File: src/rtl/dmem_arb_pkg.sv
`default_nettype none
// ============================================================================
// Module  : dmem_arb_pkg
// Purpose : Shared types and constants for the data-memory arbiter.
//           arb_state_t - arbiter FSM state encoding
//           master_id_t - master index (0 = core data port, 1 = debug/loader)
//           PERIPH_*    - memory-mapped peripheral addresses (used by benches;
//                         the arbiter passes them through without decoding)
// Revision: 1.0 - initial release
// ============================================================================
package dmem_arb_pkg;

  typedef enum logic [1:0] {
    IDLE   = 2'd0,
    ACCESS = 2'd1,
    RESP   = 2'd2
  } arb_state_t;

  typedef logic master_id_t;

  localparam master_id_t M0 = 1'b0;
  localparam master_id_t M1 = 1'b1;

  localparam logic [31:0] PERIPH_SW_ADDR  = 32'hC000_0000;
  localparam logic [31:0] PERIPH_LED_ADDR = 32'hC000_0004;

  // Grant statistics counters (only present with DMEM_ARB_STATS_EN)
  localparam int                  STATS_W   = 16;
  localparam logic [STATS_W-1:0]  STATS_MAX = 16'hFFFF;

endpackage : dmem_arb_pkg
`default_nettype wire

File: src/rtl/dmem_arb_rr.sv
`default_nettype none
// ============================================================================
// Module  : dmem_arb_rr
// Purpose : Combinational round-robin winner selection for two masters.
//           A lone requester always wins; on a tie the master that was NOT
//           granted last wins.
// Ports   : req      in  2  {m1_req, m0_req}
//           last_gnt in  1  master granted most recently
//           any_req  out 1  at least one request pending
//           winner   out 1  selected master (valid when any_req = 1)
// Revision: 1.0 - initial release
// ============================================================================
module dmem_arb_rr
  import dmem_arb_pkg::*;
(
  input  logic [1:0] req,
  input  master_id_t last_gnt,
  output logic       any_req,
  output master_id_t winner
);

  always_comb begin
    any_req = |req;
    winner  = M0;
    case (req)
      2'b01:   winner = M0;
      2'b10:   winner = M1;
      2'b11:   winner = ~last_gnt;
      default: winner = M0;
    endcase
  end

endmodule : dmem_arb_rr
`default_nettype wire

File: src/rtl/dmem_arbiter.sv
`default_nettype none
// ============================================================================
// Module  : dmem_arbiter
// Purpose : Shares the single-port data memory (RAM + memory-mapped
//           switches/LEDs) between m0 (core data port) and m1 (debug/loader).
//           Round-robin arbitration, req/ack handshake, one access per grant.
//           Each grant runs IDLE -> ACCESS -> RESP; the ack is a one-cycle
//           pulse in RESP carrying the read data sampled at the end of ACCESS.
// Ports   : clk, reset              clock, async active-high reset
//           mN_req/we/addr/wdata    master N request side (N = 0, 1)
//           mN_rdata/ack            master N response side
//           mem_we/a/wd, mem_rd     data-memory interface (combinational rd)
//           gnt_cnt0/1              grant counters (DMEM_ARB_STATS_EN only)
// Config  : DMEM_ARB_STATS_EN - adds saturating 16-bit per-master grant
//           counters cleared by reset.
// Revision: 1.0 - initial release
// ============================================================================
module dmem_arbiter
  import dmem_arb_pkg::*;
#(
  parameter int AW = 32,
  parameter int DW = 32
) (
  input  logic               clk,
  input  logic               reset,
  // master 0
  input  logic               m0_req,
  input  logic               m0_we,
  input  logic [AW-1:0]      m0_addr,
  input  logic [DW-1:0]      m0_wdata,
  output logic [DW-1:0]      m0_rdata,
  output logic               m0_ack,
  // master 1
  input  logic               m1_req,
  input  logic               m1_we,
  input  logic [AW-1:0]      m1_addr,
  input  logic [DW-1:0]      m1_wdata,
  output logic [DW-1:0]      m1_rdata,
  output logic               m1_ack,
`ifdef DMEM_ARB_STATS_EN
  output logic [STATS_W-1:0] gnt_cnt0,
  output logic [STATS_W-1:0] gnt_cnt1,
`endif
  // data memory
  output logic               mem_we,
  output logic [AW-1:0]      mem_a,
  output logic [DW-1:0]      mem_wd,
  input  logic [DW-1:0]      mem_rd
);

  arb_state_t state;
  master_id_t last_gnt;
  master_id_t cur_id;     // master owning the access in flight
  logic       any_req;
  master_id_t winner;
  logic       grant;

  dmem_arb_rr u_rr (
    .req      ({m1_req, m0_req}),
    .last_gnt (last_gnt),
    .any_req  (any_req),
    .winner   (winner)
  );

  assign grant = (state == IDLE) && any_req;

  // mem_a/mem_wd double as the latched address/data of the current grant,
  // so changes on the master side after grant never reach the memory.
  // mem_we is only ever high during ACCESS, and an asynchronous reset
  // drops it immediately, aborting a write before the memory commits it.
  always_ff @(posedge clk or posedge reset) begin
    if (reset) begin
      state    <= IDLE;
      last_gnt <= M1;
      cur_id   <= M0;
      mem_we   <= 1'b0;
      mem_a    <= '0;
      mem_wd   <= '0;
      m0_ack   <= 1'b0;
      m1_ack   <= 1'b0;
      m0_rdata <= '0;
      m1_rdata <= '0;
    end else begin
      m0_ack   <= 1'b0;
      m1_ack   <= 1'b0;
      m0_rdata <= '0;
      m1_rdata <= '0;
      mem_we   <= 1'b0;
      case (state)
        IDLE: begin
          if (any_req) begin
            state    <= ACCESS;
            last_gnt <= winner;
            cur_id   <= winner;
            if (winner == M1) begin
              mem_we <= m1_we;
              mem_a  <= m1_addr;
              mem_wd <= m1_wdata;
            end else begin
              mem_we <= m0_we;
              mem_a  <= m0_addr;
              mem_wd <= m0_wdata;
            end
          end
        end
        ACCESS: begin
          // Memory commits the write / presents read data this cycle;
          // writes return zero read data.
          state <= RESP;
          if (cur_id == M1) begin
            m1_ack   <= 1'b1;
            m1_rdata <= mem_we ? '0 : mem_rd;
          end else begin
            m0_ack   <= 1'b1;
            m0_rdata <= mem_we ? '0 : mem_rd;
          end
        end
        RESP: begin
          state <= IDLE;
        end
        default: begin
          state <= IDLE;
        end
      endcase
    end
  end

`ifdef DMEM_ARB_STATS_EN
  always_ff @(posedge clk or posedge reset) begin
    if (reset) begin
      gnt_cnt0 <= '0;
      gnt_cnt1 <= '0;
    end else if (grant) begin
      if (winner == M1) begin
        if (gnt_cnt1 != STATS_MAX) gnt_cnt1 <= gnt_cnt1 + 1'b1;
      end else begin
        if (gnt_cnt0 != STATS_MAX) gnt_cnt0 <= gnt_cnt0 + 1'b1;
      end
    end
  end
`endif

endmodule : dmem_arbiter
`default_nettype wire
File: config.mk
export PLATFORM = sky130hd
export DESIGN_NAME = dmem_arbiter
export DESIGN_NICKNAME = d
export VERILOG_FILES = /design/src/rtl/dmem_arb_pkg.sv /design/src/rtl/dmem_arb_rr.sv /design/src/rtl/dmem_arbiter.sv
export SDC_FILE = /design/constraint.sdc
export NUM_CORES = 1
export LEC_CHECK = 0
export BUFFER_PORTS_ARGS = -buffer_cell sky130_fd_sc_hd__buf_2
export CAP_MARGIN = 15
export CORE_MARGIN = 2
export CORE_UTILIZATION = 45
export DETAILED_ROUTE_END_ITERATION = 8
export PLACE_DENSITY = 0.8
export SYNTH_ARGS = -nofsm -noshare
export SYNTH_HDL_FRONTEND = slang
export SYNTH_SLANG_ARGS = --single-unit
File: constraint.sdc
create_clock -name clk -period 10.19 [get_ports clk]
set_input_delay 0.5095 -clock clk [delete_from_list [all_inputs] [get_ports clk]]
set_output_delay 0.5095 -clock clk [all_outputs]
set_load 0.05 [all_outputs]
==> metrics.md <==
| Metric | Value |
|---|---|
| Number of synthesized flops with an enable pin | 0 |
| GPL Wtd Cong | about 0.84 |
| Worst R2R Start | state[0] |
| Clock Tree Buf Depth | 2 |
| Final wirelength | 15.9 mm |
| Drt first pass iters | 4 |
| Worst slew pin tran | 1130 ps |
| Int Power | 1.53 mW |
| Sequential share of the synthesized area | 61.3% |
| LEAKAGE | between 3 and 4 nW |
| Vias in the first global route | about 4.9k |
| H-tree levels | 4 |
| Die ar. | 13200 um2 |
| First-pass GRT wire length | 24.1 mm |
| Final ANT Viol Nets | 0 |
| Skew final | ~5.6 ps |
| Sink Count | 135 |
| Setup Viol. Count Final | 0 |
| Critical path startpoint category | flip-flop |
| CP Cell Sequence | buf_2 |
| Critical Path Sink Type | primary output |
| RSZ-0062 raised after global routing | no |
| Fin. Hold Viols | 0 |
| Clk root buf | clkbuf_16 |
| Detailed-placement wirelength estimate | about 11 mm |
| Post_cts resized | 0 |
| Synth Area in XOR/XNOR | 0% |
| Critical Path Start | mem_we |
| Crit-path leading delay family | flip-flops |
| GRT Residual Overflow | 0 |
| Hold Path Class | in2async |
| NetSw | 1.35 mW |
| Post-synthesis cell area | 5520 um2 |
| Mux cell area share after synthesis | less than 1% |
| Worst-Skew Late Latency | between 400 and 500 ps |
| Clk pwr share | around 23% |
| Status | complete, no violations |
| Setup TNS | 0 ps |
| Pin count of the biggest net entering global routing | 73 |
| N_diodes | 0 |
| I/O pins | 297 |
| Post-layout nets | 927 |
| Die height | 115 um |
| Simple-gate share of the synthesized area | 13.1% |
| Post-CTS Setup Repair Bufs | 0 |
| Ys Warns | 0 |
| Largest family of logic cells by synthesized area | compound AO/OA/AOI/OAI gates |
| Worst Path Buf+Inv | 1 |
| Adder-cell area share of the yosys netlist | 0% |
| Max_cap viols | 0 |
| Gate Count Post-Synth | 490 |
| WP data required | around 9700 ps |
| Die Wd | approximately 110 um |
| Starting Density | 45.9% |
| CTS tree | done |
| Critical Path Fanout Max | 33 |
| Area grow syn2layout | 39.1% |
| Number of CTS-inserted buffers | 17 |
| Peak VDD IR | 0.201 mV |
| Synth Register Bits | approximately 140 |
| Port bufs | ~300 |
| Critical path class | reg2out |
| Most common cell after layout, fill and taps aside | buf_2 |
| Slowest stage cell, crit path | dfrtp_1 |
| Slew headroom | 24.4% |
| DRC violations left | 0 |
| Critical path data arrival time | between 1500 and 2000 ps |
| Vias/cell | 5.49 |
| Switching Fraction | 47.0% |
| Max Clk Rate | 450 MHz |
| Final core utilization | 63.9% |
| Share of cells above drive strength 1 | 44.6% |
| Antenna violations before repair | 0 |
| Hold_buf cts | 0 |
| Comb power frac | between 40 and 50% |
| Sequential Power Share | between 20% and 30% |
| Count of pins over their slew limit | 0 |
| First DRT Iteration DRCs | 471 |
| Avg Inst Size Synth | ~11 um2 |
| # rows | 40 |
| Final period utilization | 21.8% |
| Synth Area in Compound Gates | 20.8% |
| Most frequent cells in the layout | buf_2 (296), dfrtp_1 (132), nand2_1 (67) |
| Via count | slightly above 5k |
| Gr usage total | 23.8% |
| Worst stage delay on the critical path | 890 ps |
| Syn nets | roughly 660 |
| Clock-pin slew on the worst setup and hold paths | 60 ps |
| Per-cell routed wire length | 17.3 um |
| Leading area contributor after synthesis | dfrtp_1 |
| Core Box Area | 12000 um2 |
| Post-synthesis cell type count | 19 |
| Synth top area cells | dfrtp_1 (61%), a2111oi_0 (10%), a2bb2oi_1 (10%) |
| Ys async rst share | 100% |
| Minimum clock period | 2220 ps |
| PwrDens | 375 nW/um2 |
| FILL cells | 977 |
| Synth top area share | between 60 and 70% |
| Ys flop type | dfrtp_1 |
cell type report:
| cell class | count | area, um2 | area share (%) |
|---|---|---|---|
| Multi-Input combinational cell | 300 | 1910 | 24.9 |
| Tap cell | 147 | 184 | 2.40 |
| Inverter | 3 | 16.3 | 0.212 |
| Timing Repair Buffer | 304 | 1540 | 20.1 |
| Sequential cell | 135 | 3380 | 44.1 |
| Clock buffer | 19 | 443 | 5.77 |
| Clock inverter | 13 | 195 | 2.54 |
worst register-to-register path, stage by stage (launching register included):
cell     delay [ps]
dfrtp_2         380
buf_4           300
nor3_4          380
buf_4           600
mux2_2          470
Yosys cell counts (all sizes together), types with 2 or more instances:
cell type / n
nand2b: 33
dfrtp: 134
buf: 16
nor2: 65
a2111oi: 64
nand2: 67
clkbuf: 36
mux2: 2
inv: 3
a2bb2oi: 64
a21boi: 2
power groups by stage:
stage	Clock, mW	Combinational, mW	Sequential [mW]
after CTS	0.661	1.40	0.832
final	0.652	1.39	0.832
after floorplan	0	0.446	1.46
after detailed placement	0	1.40	0.836
after global routing	0.684	1.47	0.851
after global placement	0	1.37	0.832
per-layer routing:
layer	routed length [um]	part of all wire, %	global-route usage (%)	up-vias
li1	-	-	-	2318
met1	6050	38	27.8	2428
met2	7890	49	39.8	290
met4	295	1.8	9.64	0
met3	1710	11	9.00	24
met5	0	0	0	-
through the flow:
| step | setup slack (ps) | instances | hold slack (ps) | power (mW) | area, um2 |
|---|---|---|---|---|---|
| after floorplan | 6070 | 490 | 445 | 1.90 | 5520 |
| final | 7970 | 921 | 143 | 2.88 | 7670 |
| after CTS | 7940 | 921 | 175 | 2.89 | 7670 |
| after global routing | 7770 | 921 | 199 | 3.00 | 7670 |
| after detailed placement | 7730 | 889 | 517 | 2.24 | 7040 |
| after global placement | 7800 | 889 | 515 | 2.20 | 7040 |
registers in the layout, summed over array words and instances, names as in the netlist, 2 cells and up:
signal	count
mem_wd	32
state	2
m0_rdata	32
m1_rdata	32
mem_a	32
final timing paths:
path | to | slack [ps] | cells past startpoint
max | mem_we | 7970 | 1
max in group asynchronous | mem_wd[20] | 8750 | 3
max reg2reg | last_gnt | 7990 | 4
min reg2reg | cur_id | 530 | 1
min in group clk | mem_wd[6] | 330 | 3
min | m1_rdata[1] | 140 | 2
cell families (layout without fill, tap and decap cells):
kind of cell	count (synthesis)	count (layout)
compound gates	131	131
buf+inv	55	339
flops	135	135
mux	2	2
simple gates	167	167
Power figures use the tool's default switching activity.
